<file path="src/rtl/uart_rx_fifo_if.sv">
// Bus bundle for uart_rx_fifo: serial input, control strobes and FIFO/status outputs.
// master = firmware/bench side, slave = receiver.
interface uart_rx_fifo_if #(
  parameter int unsigned CNT_W = 4
);
  logic             rx_i;
  logic [15:0]      clk_div_i;
  logic             rx_en_i;
  logic             rd_en_i;
  logic             err_clr_i;
  logic [7:0]       rd_data_o;
  logic             rx_valid_o;
  logic             fifo_full_o;
  logic [CNT_W-1:0] fifo_count_o;
  logic             frame_err_o;
  logic             overrun_o;
  logic             parity_err_o;

  modport master (
    output rx_i, clk_div_i, rx_en_i, rd_en_i, err_clr_i,
    input  rd_data_o, rx_valid_o, fifo_full_o, fifo_count_o,
           frame_err_o, overrun_o, parity_err_o
  );

  modport slave (
    input  rx_i, clk_div_i, rx_en_i, rd_en_i, err_clr_i,
    output rd_data_o, rx_valid_o, fifo_full_o, fifo_count_o,
           frame_err_o, overrun_o, parity_err_o
  );
endinterface

</file>
<file path="src/rtl/uart_rx_fifo.sv">
// Oversampling 8N1 UART receiver feeding a first-word-fall-through byte FIFO with sticky errors.
// Define UART_RX_PARITY_EN to add an even-parity bit after the data bits.
module uart_rx_fifo #(
  parameter int unsigned FIFO_DEPTH = 8,
  parameter int unsigned CNT_W      = 4
) (
  input  logic           wb_clk_i,
  input  logic           wb_rst_i,
  uart_rx_fifo_if.slave  bus
);
  localparam int unsigned PTR_W   = $clog2(FIFO_DEPTH);
  localparam int unsigned DIV_W   = 16;
  localparam int unsigned MIN_DIV = 4;

`ifdef UART_RX_PARITY_EN
  typedef enum logic [2:0] {S_IDLE, S_START, S_DATA, S_PARITY, S_STOP, S_BREAK} state_e;
`else
  typedef enum logic [2:0] {S_IDLE, S_START, S_DATA, S_STOP, S_BREAK} state_e;
`endif

  state_e             state_q, state_d;
  logic               sync1_q, sync2_q;
  logic [DIV_W-1:0]   cnt_q, cnt_d, div_q, div_d, div_eff;
  logic [2:0]         idx_q, idx_d;
  logic [7:0]         shift_q, shift_d;
  logic               push, set_ferr, set_perr, sample, rxs;
  logic [PTR_W-1:0]   wr_ptr_q, wr_ptr_d, rd_ptr_q, rd_ptr_d;
  logic [CNT_W-1:0]   count_q, count_d;
  logic [7:0]         rd_data_q, rd_data_d;
  logic               valid_q, valid_d, full_q, full_d;
  logic               ferr_q, ferr_d, ovr_q, ovr_d;
  logic               pop, is_full, wr_en, set_ovr;
  logic [7:0]         mem_q [FIFO_DEPTH];
`ifdef UART_RX_PARITY_EN
  logic               par_bad_q, par_bad_d, perr_q, perr_d;
`endif

  assign rxs     = sync2_q;
  assign sample  = (cnt_q == '0);
  assign div_eff = (bus.clk_div_i < DIV_W'(MIN_DIV)) ? DIV_W'(MIN_DIV) : bus.clk_div_i;

  // Receive FSM: next state, bit timing and deframing
  always_comb begin
    state_d  = state_q;
    cnt_d    = cnt_q;
    div_d    = div_q;
    idx_d    = idx_q;
    shift_d  = shift_q;
    push     = 1'b0;
    set_ferr = 1'b0;
    set_perr = 1'b0;
`ifdef UART_RX_PARITY_EN
    par_bad_d = par_bad_q;
`endif
    case (state_q)
      S_IDLE: begin
        if (!rxs) begin
          state_d = S_START;
          div_d   = div_eff;
          cnt_d   = (div_eff >> 1) - DIV_W'(1);
        end
      end
      S_START: begin
        if (!sample) begin
          cnt_d = cnt_q - DIV_W'(1);
        end else if (!rxs) begin
          state_d = S_DATA;
          cnt_d   = div_q - DIV_W'(1);
          idx_d   = '0;
        end else begin
          state_d = S_IDLE;
        end
      end
      S_DATA: begin
        if (!sample) begin
          cnt_d = cnt_q - DIV_W'(1);
        end else begin
          shift_d = {rxs, shift_q[7:1]};
          cnt_d   = div_q - DIV_W'(1);
          idx_d   = idx_q + 3'd1;
          if (idx_q == 3'd7) begin
`ifdef UART_RX_PARITY_EN
            state_d = S_PARITY;
`else
            state_d = S_STOP;
`endif
          end
        end
      end
`ifdef UART_RX_PARITY_EN
      S_PARITY: begin
        if (!sample) begin
          cnt_d = cnt_q - DIV_W'(1);
        end else begin
          par_bad_d = rxs ^ (^shift_q);
          set_perr  = par_bad_d;
          cnt_d     = div_q - DIV_W'(1);
          state_d   = S_STOP;
        end
      end
`endif
      S_STOP: begin
        if (!sample) begin
          cnt_d = cnt_q - DIV_W'(1);
        end else if (rxs) begin
`ifdef UART_RX_PARITY_EN
          push = !par_bad_q;
`else
          push = 1'b1;
`endif
          state_d = S_IDLE;
        end else begin
          set_ferr = 1'b1;
          state_d  = S_BREAK;
        end
      end
      S_BREAK: begin
        if (rxs) state_d = S_IDLE;
      end
      default: state_d = S_IDLE;
    endcase
    // Disabling abandons any partial frame without touching FIFO or flags
    if (!bus.rx_en_i) begin
      state_d  = S_IDLE;
      push     = 1'b0;
      set_ferr = 1'b0;
      set_perr = 1'b0;
    end
  end

  // FIFO bookkeeping; the head register bypasses the array when the push lands on the new head
  always_comb begin
    pop      = bus.rd_en_i && (count_q != '0);
    is_full  = (count_q == CNT_W'(FIFO_DEPTH));
    wr_en    = push && (!is_full || pop);
    set_ovr  = push && is_full && !pop;
    wr_ptr_d = wr_en ? wr_ptr_q + PTR_W'(1) : wr_ptr_q;
    rd_ptr_d = pop ? rd_ptr_q + PTR_W'(1) : rd_ptr_q;
    count_d  = count_q;
    if (wr_en && !pop)      count_d = count_q + CNT_W'(1);
    else if (!wr_en && pop) count_d = count_q - CNT_W'(1);
    rd_data_d = (wr_en && (wr_ptr_q == rd_ptr_d)) ? shift_q : mem_q[rd_ptr_d];
    valid_d   = (count_d != '0);
    full_d    = (count_d == CNT_W'(FIFO_DEPTH));
    ferr_d    = bus.err_clr_i ? 1'b0 : (ferr_q | set_ferr);
    ovr_d     = bus.err_clr_i ? 1'b0 : (ovr_q | set_ovr);
`ifdef UART_RX_PARITY_EN
    perr_d    = bus.err_clr_i ? 1'b0 : (perr_q | set_perr);
`endif
  end

  always_ff @(posedge wb_clk_i or posedge wb_rst_i) begin
    if (wb_rst_i) begin
      sync1_q   <= 1'b1;
      sync2_q   <= 1'b1;
      state_q   <= S_IDLE;
      cnt_q     <= '0;
      div_q     <= '0;
      idx_q     <= '0;
      shift_q   <= '0;
      wr_ptr_q  <= '0;
      rd_ptr_q  <= '0;
      count_q   <= '0;
      rd_data_q <= '0;
      valid_q   <= 1'b0;
      full_q    <= 1'b0;
      ferr_q    <= 1'b0;
      ovr_q     <= 1'b0;
`ifdef UART_RX_PARITY_EN
      par_bad_q <= 1'b0;
      perr_q    <= 1'b0;
`endif
    end else begin
      sync1_q   <= bus.rx_i;
      sync2_q   <= sync1_q;
      state_q   <= state_d;
      cnt_q     <= cnt_d;
      div_q     <= div_d;
      idx_q     <= idx_d;
      shift_q   <= shift_d;
      wr_ptr_q  <= wr_ptr_d;
      rd_ptr_q  <= rd_ptr_d;
      count_q   <= count_d;
      rd_data_q <= rd_data_d;
      valid_q   <= valid_d;
      full_q    <= full_d;
      ferr_q    <= ferr_d;
      ovr_q     <= ovr_d;
`ifdef UART_RX_PARITY_EN
      par_bad_q <= par_bad_d;
      perr_q    <= perr_d;
`endif
    end
  end

  // Storage array carries no reset; only entries behind valid pointers are ever read
  always_ff @(posedge wb_clk_i) begin
    if (wr_en) mem_q[wr_ptr_q] <= shift_q;
  end

  assign bus.rd_data_o    = rd_data_q;
  assign bus.rx_valid_o   = valid_q;
  assign bus.fifo_full_o  = full_q;
  assign bus.fifo_count_o = count_q;
  assign bus.frame_err_o  = ferr_q;
  assign bus.overrun_o    = ovr_q;
`ifdef UART_RX_PARITY_EN
  assign bus.parity_err_o = perr_q;
`else
  assign bus.parity_err_o = 1'b0;
`endif
endmodule

</file>
<file path="src/flat_wrapper.sv">
// flat-port wrapper written by rule: the top's interface ports become plain ports
module uart_rx_fifo_flat 
#(
  parameter int unsigned FIFO_DEPTH = 8,
  parameter int unsigned CNT_W      = 4
)
  (wb_clk_i, wb_rst_i, bus_rx_i, bus_clk_div_i, bus_rx_en_i, bus_rd_en_i, bus_err_clr_i, bus_rd_data_o, bus_rx_valid_o, bus_fifo_full_o, bus_fifo_count_o, bus_frame_err_o, bus_overrun_o, bus_parity_err_o);
  uart_rx_fifo_if #(.CNT_W(CNT_W)) bus_i ();
  input  logic wb_clk_i;
  input  logic wb_rst_i;
  input wire logic [$bits(bus_i.rx_i)-1:0] bus_rx_i;
  input wire logic [$bits(bus_i.clk_div_i)-1:0] bus_clk_div_i;
  input wire logic [$bits(bus_i.rx_en_i)-1:0] bus_rx_en_i;
  input wire logic [$bits(bus_i.rd_en_i)-1:0] bus_rd_en_i;
  input wire logic [$bits(bus_i.err_clr_i)-1:0] bus_err_clr_i;
  output wire logic [$bits(bus_i.rd_data_o)-1:0] bus_rd_data_o;
  output wire logic [$bits(bus_i.rx_valid_o)-1:0] bus_rx_valid_o;
  output wire logic [$bits(bus_i.fifo_full_o)-1:0] bus_fifo_full_o;
  output wire logic [$bits(bus_i.fifo_count_o)-1:0] bus_fifo_count_o;
  output wire logic [$bits(bus_i.frame_err_o)-1:0] bus_frame_err_o;
  output wire logic [$bits(bus_i.overrun_o)-1:0] bus_overrun_o;
  output wire logic [$bits(bus_i.parity_err_o)-1:0] bus_parity_err_o;
  assign bus_i.rx_i = bus_rx_i;
  assign bus_i.clk_div_i = bus_clk_div_i;
  assign bus_i.rx_en_i = bus_rx_en_i;
  assign bus_i.rd_en_i = bus_rd_en_i;
  assign bus_i.err_clr_i = bus_err_clr_i;
  assign bus_rd_data_o = bus_i.rd_data_o;
  assign bus_rx_valid_o = bus_i.rx_valid_o;
  assign bus_fifo_full_o = bus_i.fifo_full_o;
  assign bus_fifo_count_o = bus_i.fifo_count_o;
  assign bus_frame_err_o = bus_i.frame_err_o;
  assign bus_overrun_o = bus_i.overrun_o;
  assign bus_parity_err_o = bus_i.parity_err_o;
  uart_rx_fifo #(.FIFO_DEPTH(FIFO_DEPTH), .CNT_W(CNT_W)) u_core (.wb_clk_i(wb_clk_i), .wb_rst_i(wb_rst_i), .bus(bus_i));
endmodule
</file>
<file path="config.mk">
export PLATFORM = sky130hd
export DESIGN_NAME = uart_rx_fifo_flat
export DESIGN_NICKNAME = d
export VERILOG_FILES = /design/src/rtl/uart_rx_fifo_if.sv /design/src/rtl/uart_rx_fifo.sv /design/src/flat_wrapper.sv
export SDC_FILE = /design/constraint.sdc
export NUM_CORES = 1
export LEC_CHECK = 0
export BUFFER_PORTS_ARGS = -buffer_cell sky130_fd_sc_hd__buf_4
export CELL_PAD_IN_SITES_DETAIL_PLACEMENT = 0
export CELL_PAD_IN_SITES_GLOBAL_PLACEMENT = 2
export CORE_MARGIN = 5
export CORE_UTILIZATION = 39
export CTS_BUF_LIST = sky130_fd_sc_hd__clkbuf_4 sky130_fd_sc_hd__clkbuf_8
export DETAILED_ROUTE_END_ITERATION = 10
export PLACE_DENSITY_LB_ADDON = 0.1
export SLEW_MARGIN = 20
export SYNTH_ARGS = -nofsm -noshare
export SYNTH_HDL_FRONTEND = slang
export SYNTH_SLANG_ARGS = --single-unit
</file>
<file path="constraint.sdc">
create_clock -name wb_clk_i -period 3.2 [get_ports wb_clk_i]
set_input_delay 0 -clock wb_clk_i [delete_from_list [all_inputs] [get_ports wb_clk_i]]
set_output_delay 0 -clock wb_clk_i [all_outputs]
set_load 0.01 [all_outputs]
</file>
Word level (Yosys, flattened, before mapping)
Memories as Yosys holds them, arrays and structs flattened. A register that Yosys moved wholly into a read port is not among the register bits. Index checks and enable logic that the tools add are counted.

Bits in registers: 62. RAM bits: 64. Input port bits: 22. Word-level logic and storage cells: 103. Memories: 1.

Add/sub/neg operators: 8. Magnitude comparators: 1. Equal/unequal tests: 19. Multiplexer cells: 36. Bitwise gates (word level): 3. Reduce and logical (&&, ||, !) cells: 21.

Memories: u_core.mem_q (depth 8, bits a word 8, read ports 1, clocked after Yosys merged registers in 1, write ports 1, line uart_rx_fifo.sv:33) `logic [7:0] mem_q [FIFO_DEPTH];`.

Operator list (count): $mux 16 (6); $pmux 16 s4 (1); $mux 3 (12); $sub 16x1->16 const B (2); $logic_not 16->1 (1); $lt 16x3->1 const B (1); $sub 15x1->16 const B (1); $ne 3x2->1 const B (5); $pmux 3 s5 (1); $mux 1 (12); $reduce_bool 4->1 (3); $add 3x1->3 const B (3); $eq 4x4->1 const B (2); $mux 4 (2); $reduce_and 4->1 (2); $eq 3x2->1 const B (2); $eq 3x3->1 const B (2); $logic_and 1x1->1 (6); $ne 2x2->1 const B (3); $ne 3x3->1 const B (2); $pmux 3 s2 (1); $reduce_and 6->1 (1); $add 4x1->4 const B (1); $ne 2x1->1 const B (2); 10 further kinds (14).

Logic depth before layout (Yosys ltp)
Word-level depth: 10. Gate-level depth with buffers: 12.

Worst setup path before layout
Ideal clock, no wire load.

Path kind: reg-to-reg. From: reg u_core.cnt_q[0]. To: mem u_core.mem_q[5][0] (enable). Library setup time: 0.385 ns. Arrival: 2.774 ns. Data required time: 2.815 ns. Setup slack: 0.040 ns. Stages on the path, launching flop included: 8. Buffers on the path: 0. Clock period less this slack: 3.160 ns. Cells stage by stage: dfrtp_1 -> inv_1 -> ha_1 -> nor4b_1 -> nand3_1 -> nor4b_4 -> nand2_1 -> nor3b_1.

Longest elaborated chain between the ends: 7.

Ends and longest elaborated chain: start: declaration (line uart_rx_fifo.sv:23) `logic [DIV_W-1:0] cnt_q, cnt_d, div_q, div_d, div_eff;`; start signal: assignment (line uart_rx_fifo.sv:177) `cnt_q <= cnt_d;`; $logic_not 16->1 (line uart_rx_fifo.sv:39) `assign sample = (cnt_q == '0);`; $mux 1 (line uart_rx_fifo.sv:103) `if (!sample) begin`; $mux 1 (line uart_rx_fifo.sv:55) `case (state_q)`; $mux 1 (line uart_rx_fifo.sv:123) `if (!bus.rx_en_i) begin`; $logic_and 1x1->1 (line uart_rx_fifo.sv:135) `wr_en = push && (!is_full || pop);`; $mux 1 (line uart_rx_fifo.sv:198) `if (wr_en) mem_q[wr_ptr_q] <= shift_q;`; $mux 1 (not written as such) (line uart_rx_fifo.sv:198); end: declaration (line uart_rx_fifo.sv:33).

No other way between the ends.

Worst setup path in the final report
From: in bus_clk_div_i[3]. To: reg u_core.cnt_q[8].

Longest elaborated chain between the ends: 5.

Ends and longest elaborated chain: start: declaration (line flat_wrapper.sv:12) `input wire logic [$bits(bus_i.clk_div_i)-1:0] bus_clk_div_i;`; $lt 16x3->1 (line uart_rx_fifo.sv:40) `assign div_eff = (bus.clk_div_i < DIV_W'(MIN_DIV)) ? DIV_W'(MIN_DIV) : bus.clk_div_i;`; $mux 16 (*) (line uart_rx_fifo.sv:40); $sub 15x1->16 (*) (line uart_rx_fifo.sv:60) `cnt_d = (div_eff >> 1) - DIV_W'(1);`; $mux 16 (*) (line uart_rx_fifo.sv:57) `if (!rxs) begin`; $pmux 16 s4 (*) (line uart_rx_fifo.sv:55).

Every way passes the cells marked *; elsewhere a longest branch is shown, timed or not. The select of a mux whose other input is x is not followed. A chain may end at the register's enable or synchronous reset.

==> impl_metrics.tcl <==
set metrics [dict create \
    multiInputGateArea_mm2 0.00321 \
    outcome "completed" \
    first_pass_iters 7 \
    drive_above_1_share_pct 20.6 \
    vdd_drop_max_uv 354 \
    cts_buffers 17 \
    via_count 5200 \
    async_reset_ff_share_pct 52.2 \
    crit_path_end_kind "flip-flop" \
    cp_max_fo 7 \
    fin_crit_sh_pct 89.3 \
    initial_core_util_pct 39.4 \
    layout_min_cycle_time_ps 2860 \
    cts_tree "yes" \
    yosys-top-cells-area "edfxtp_1 27%, dfrtp_1 24%, mux2i_1 4.5%" \
    worstPathArrival_ps 3200 \
    powerDensity_mw_per_mm2 661 \
    path_buf_inv 3 \
    min_path_type "in -> reg" \
    n_fill_cell 1687 \
    dieArea_mm2 0.0209 \
    clock_latency_ps 450 \
    yosysWarnings 0 \
    netlist_area_mm2 0.00706 \
    pin_count 39 \
    die_x_um 145 \
    rows 49 \
    yosysTopAreaCell "edfxtp_1" \
    area_growth_syn_to_layout_pct 18.3 \
    place_hpwl_mm 12.6 \
    drcViolationCount 0 \
    grt_max_degree 39 \
    slew_headroom_pct 48.5 \
    hold_viol_final 0 \
    slowest_delay_ps 670 \
    cellLeakagePower_uw 0.00331 \
    placed_cells 885 \
    core_mm2 0.0179 \
    maxSlewViolCount 0 \
    synth_nets 656 \
    nets 727 \
    post_cts_buffers 0 \
    grt-ovfl-total 0 \
    ys_seq_area_share_pct 52.1 \
    drtIter0Drc 314 \
    start_kind "input port" \
    port_buffers 37 \
    place.gp.congestion 0.868 \
    clock-sinks 134 \
    slowest_stage "or4_1" \
    syn_inst 624 \
    ant_nets 0 \
    synth-edff-count 64 \
    grt_pass1_wl_mm 29.1 \
    syn_avg_cell_area_um2 11.3 \
    regArea_mm2 0.00368 \
    synthFlopType "dfrtp_1" \
    crit_family "simple AND/OR/NAND/NOR gates" \
    setup_viol 0 \
    cap_violations 0 \
    rsz0062_at_grt "false" \
    worst_slew_pin_slew_ps 772 \
    stdcell_count 937 \
    avgRoutedWirePerCell_um 19.6 \
    wirelength_mm 18.3 \
    crit_chain "dlygate4sd3_1 > buf_4 > or4_1 > nor3_2 > nand2b_1 > o21ai_1 > ha_2 > inv_1 > nor4_2 > xnor2_1 > nor3_1 > a311oi_1 > o2bb2ai_1" \
    fin_tns_setup_ps 0 \
    clock_path_buffers 2 \
    crit_type "in -> reg" \
    htree_num_levels 4 \
    cts_root_buf "clkbuf_8" \
    synth_cell_types 70 \
    fmax_mhz 350 \
    ys_seq_elements 134 \
    synth_top_area_share_pct 27.2 \
    via_per_inst 5.55 \
    antennaDiodeCount 0 \
    path_clk_slew_ps 90 \
    final_cell_mix "67 x buf_4, 67 x dfrtp_1, 64 x edfxtp_1" \
    grt_antenna_before_repair 0 \
    required_ps 3540 \
    grt_pass1_vias 5286 \
    fin_skew_ps 20.3 \
    die_h_um 145 \
    grt_use_total_pct 18.3 \
]
## where the power goes
part | internal (uW) | switching (uW) | leakage (uW)
sequential | 1970 | 175 | 0.00147
clock | 867 | 721 | 0.000211
combinational | 818 | 967 | 0.00162
## final cells by class
class | count | area share [%]
Timing Repair Buffer | 87 | 8.42
Clock buffer | 18 | 2.89
Multi-Input combinational cell | 445 | 38.4
Clock inverter | 14 | 2.35
Tap cell | 229 | 3.43
Sequential cell | 134 | 44.0
Inverter | 10 | 0.464
## synthesized netlist by cell type (all sizes together), types with 7 or more instances
library cell  instances
a21oi                23
a221o                 8
a22oi                12
buf                   7
clkbuf               28
dfrtp                68
edfxtp               64
ha                   10
inv                  10
mux2                 30
mux2i                32
nand2                39
nand2b                9
nand3                 9
nor2                 39
nor3                 17
nor4                 13
o2111ai              11
o21ai                47
o21bai               16
o31ai                 7
or4                   9
xnor2                16
xor2                 22
## state kept, by name, indices dropped and copies added, names as in the netlist
signal and flops:
u_core.mem_q 64, u_core.cnt_q 16, u_core.div_q 16, u_core.bus.rd_data_o 8, u_core.shift_q 8, u_core.bus.fifo_count_o 4, u_core.idx_q 3, u_core.rd_ptr_q 3
u_core.state_q 3, u_core.wr_ptr_q 3, u_core.bus.fifo_full_o 1, u_core.bus.frame_err_o 1, u_core.bus.overrun_o 1, u_core.bus.rx_valid_o 1, u_core.rxs 1, u_core.sync1_q 1
## timing repair
item | 4_1_cts | 5_1_grt
hold endpoints to repair | 56 | 0
resized for setup | 0 | 4
hold buffers | 20 | 0
setup endpoints to repair | 0 | 1
## per-stage QoR
stage / setup WS, ps / hold WS, ps / utilization [%] / instance area [um2] / power [uW]
floorplan: 40.4 / 4.48 / - / 7060 / 3390
global placement: 291 / 108 / 43.0 / 7700 / 3930
detailed placement: 228 / 109 / 43.0 / 7700 / 3950
CTS: 86.0 / 1.50 / 46.6 / 8340 / 5570
global route: 104 / 31.9 / 46.6 / 8350 / 5870
finish: 344 / 34.3 / 46.6 / 8350 / 5520
## layer usage
layer | routed length (um) | track usage (%) | vias up | part of all wire [%]
met5 | 0 | 0 | - | 0
met4 | 573 | 7.71 | 0 | 3.1
met3 | 609 | 3.84 | 25 | 3.3
met2 | 9210 | 31.1 | 98 | 50
met1 | 7920 | 22.7 | 2564 | 43
li1 | - | - | 2513 | -
## worst reg2reg max path, delay by kind of cell (launching register included)
family / cells / cell delay [ps]
DFF: 1 / 450
and+or+nand+nor: 5 / 1890
buffers and inverters: 1 / 200
## path summary, 6_finish.rpt
check | from | endpoint | slack, ps | cells after the start
max in group asynchronous | wb_rst_i | u_core.cnt_q[14] | 2060 | 4
min in group asynchronous | wb_rst_i | u_core.bus.rd_data_o[3] | 190 | 3
worst min-delay path | bus_rd_en_i | u_core.rd_ptr_q[0] | 30 | 3
worst min register to register | u_core.sync1_q | u_core.rxs | 360 | 0
worst max-delay path | bus_clk_div_i[3] | u_core.cnt_q[8] | 340 | 13
worst max register to register | u_core.cnt_q[4] | u_core.mem_q[2][2] | 370 | 6
## cells by family after synthesis
| group | Yosys count | synth area share, % |
|---|---|---|
| AND/OR/NAND/NOR | 172 | 13.5 |
| XOR/XNOR | 38 | 4.82 |
| AO/OA/AOI/OAI | 162 | 15.7 |
| flip-flops | 134 | 52.1 |
| buffers and inverters | 45 | 2.71 |
| other | 1 | 0.0531 |
| adder cells (fa/ha/maj) | 10 | 1.77 |
| multiplexers | 62 | 9.32 |
No activity file was read; power rests on OpenSTA's default activity.
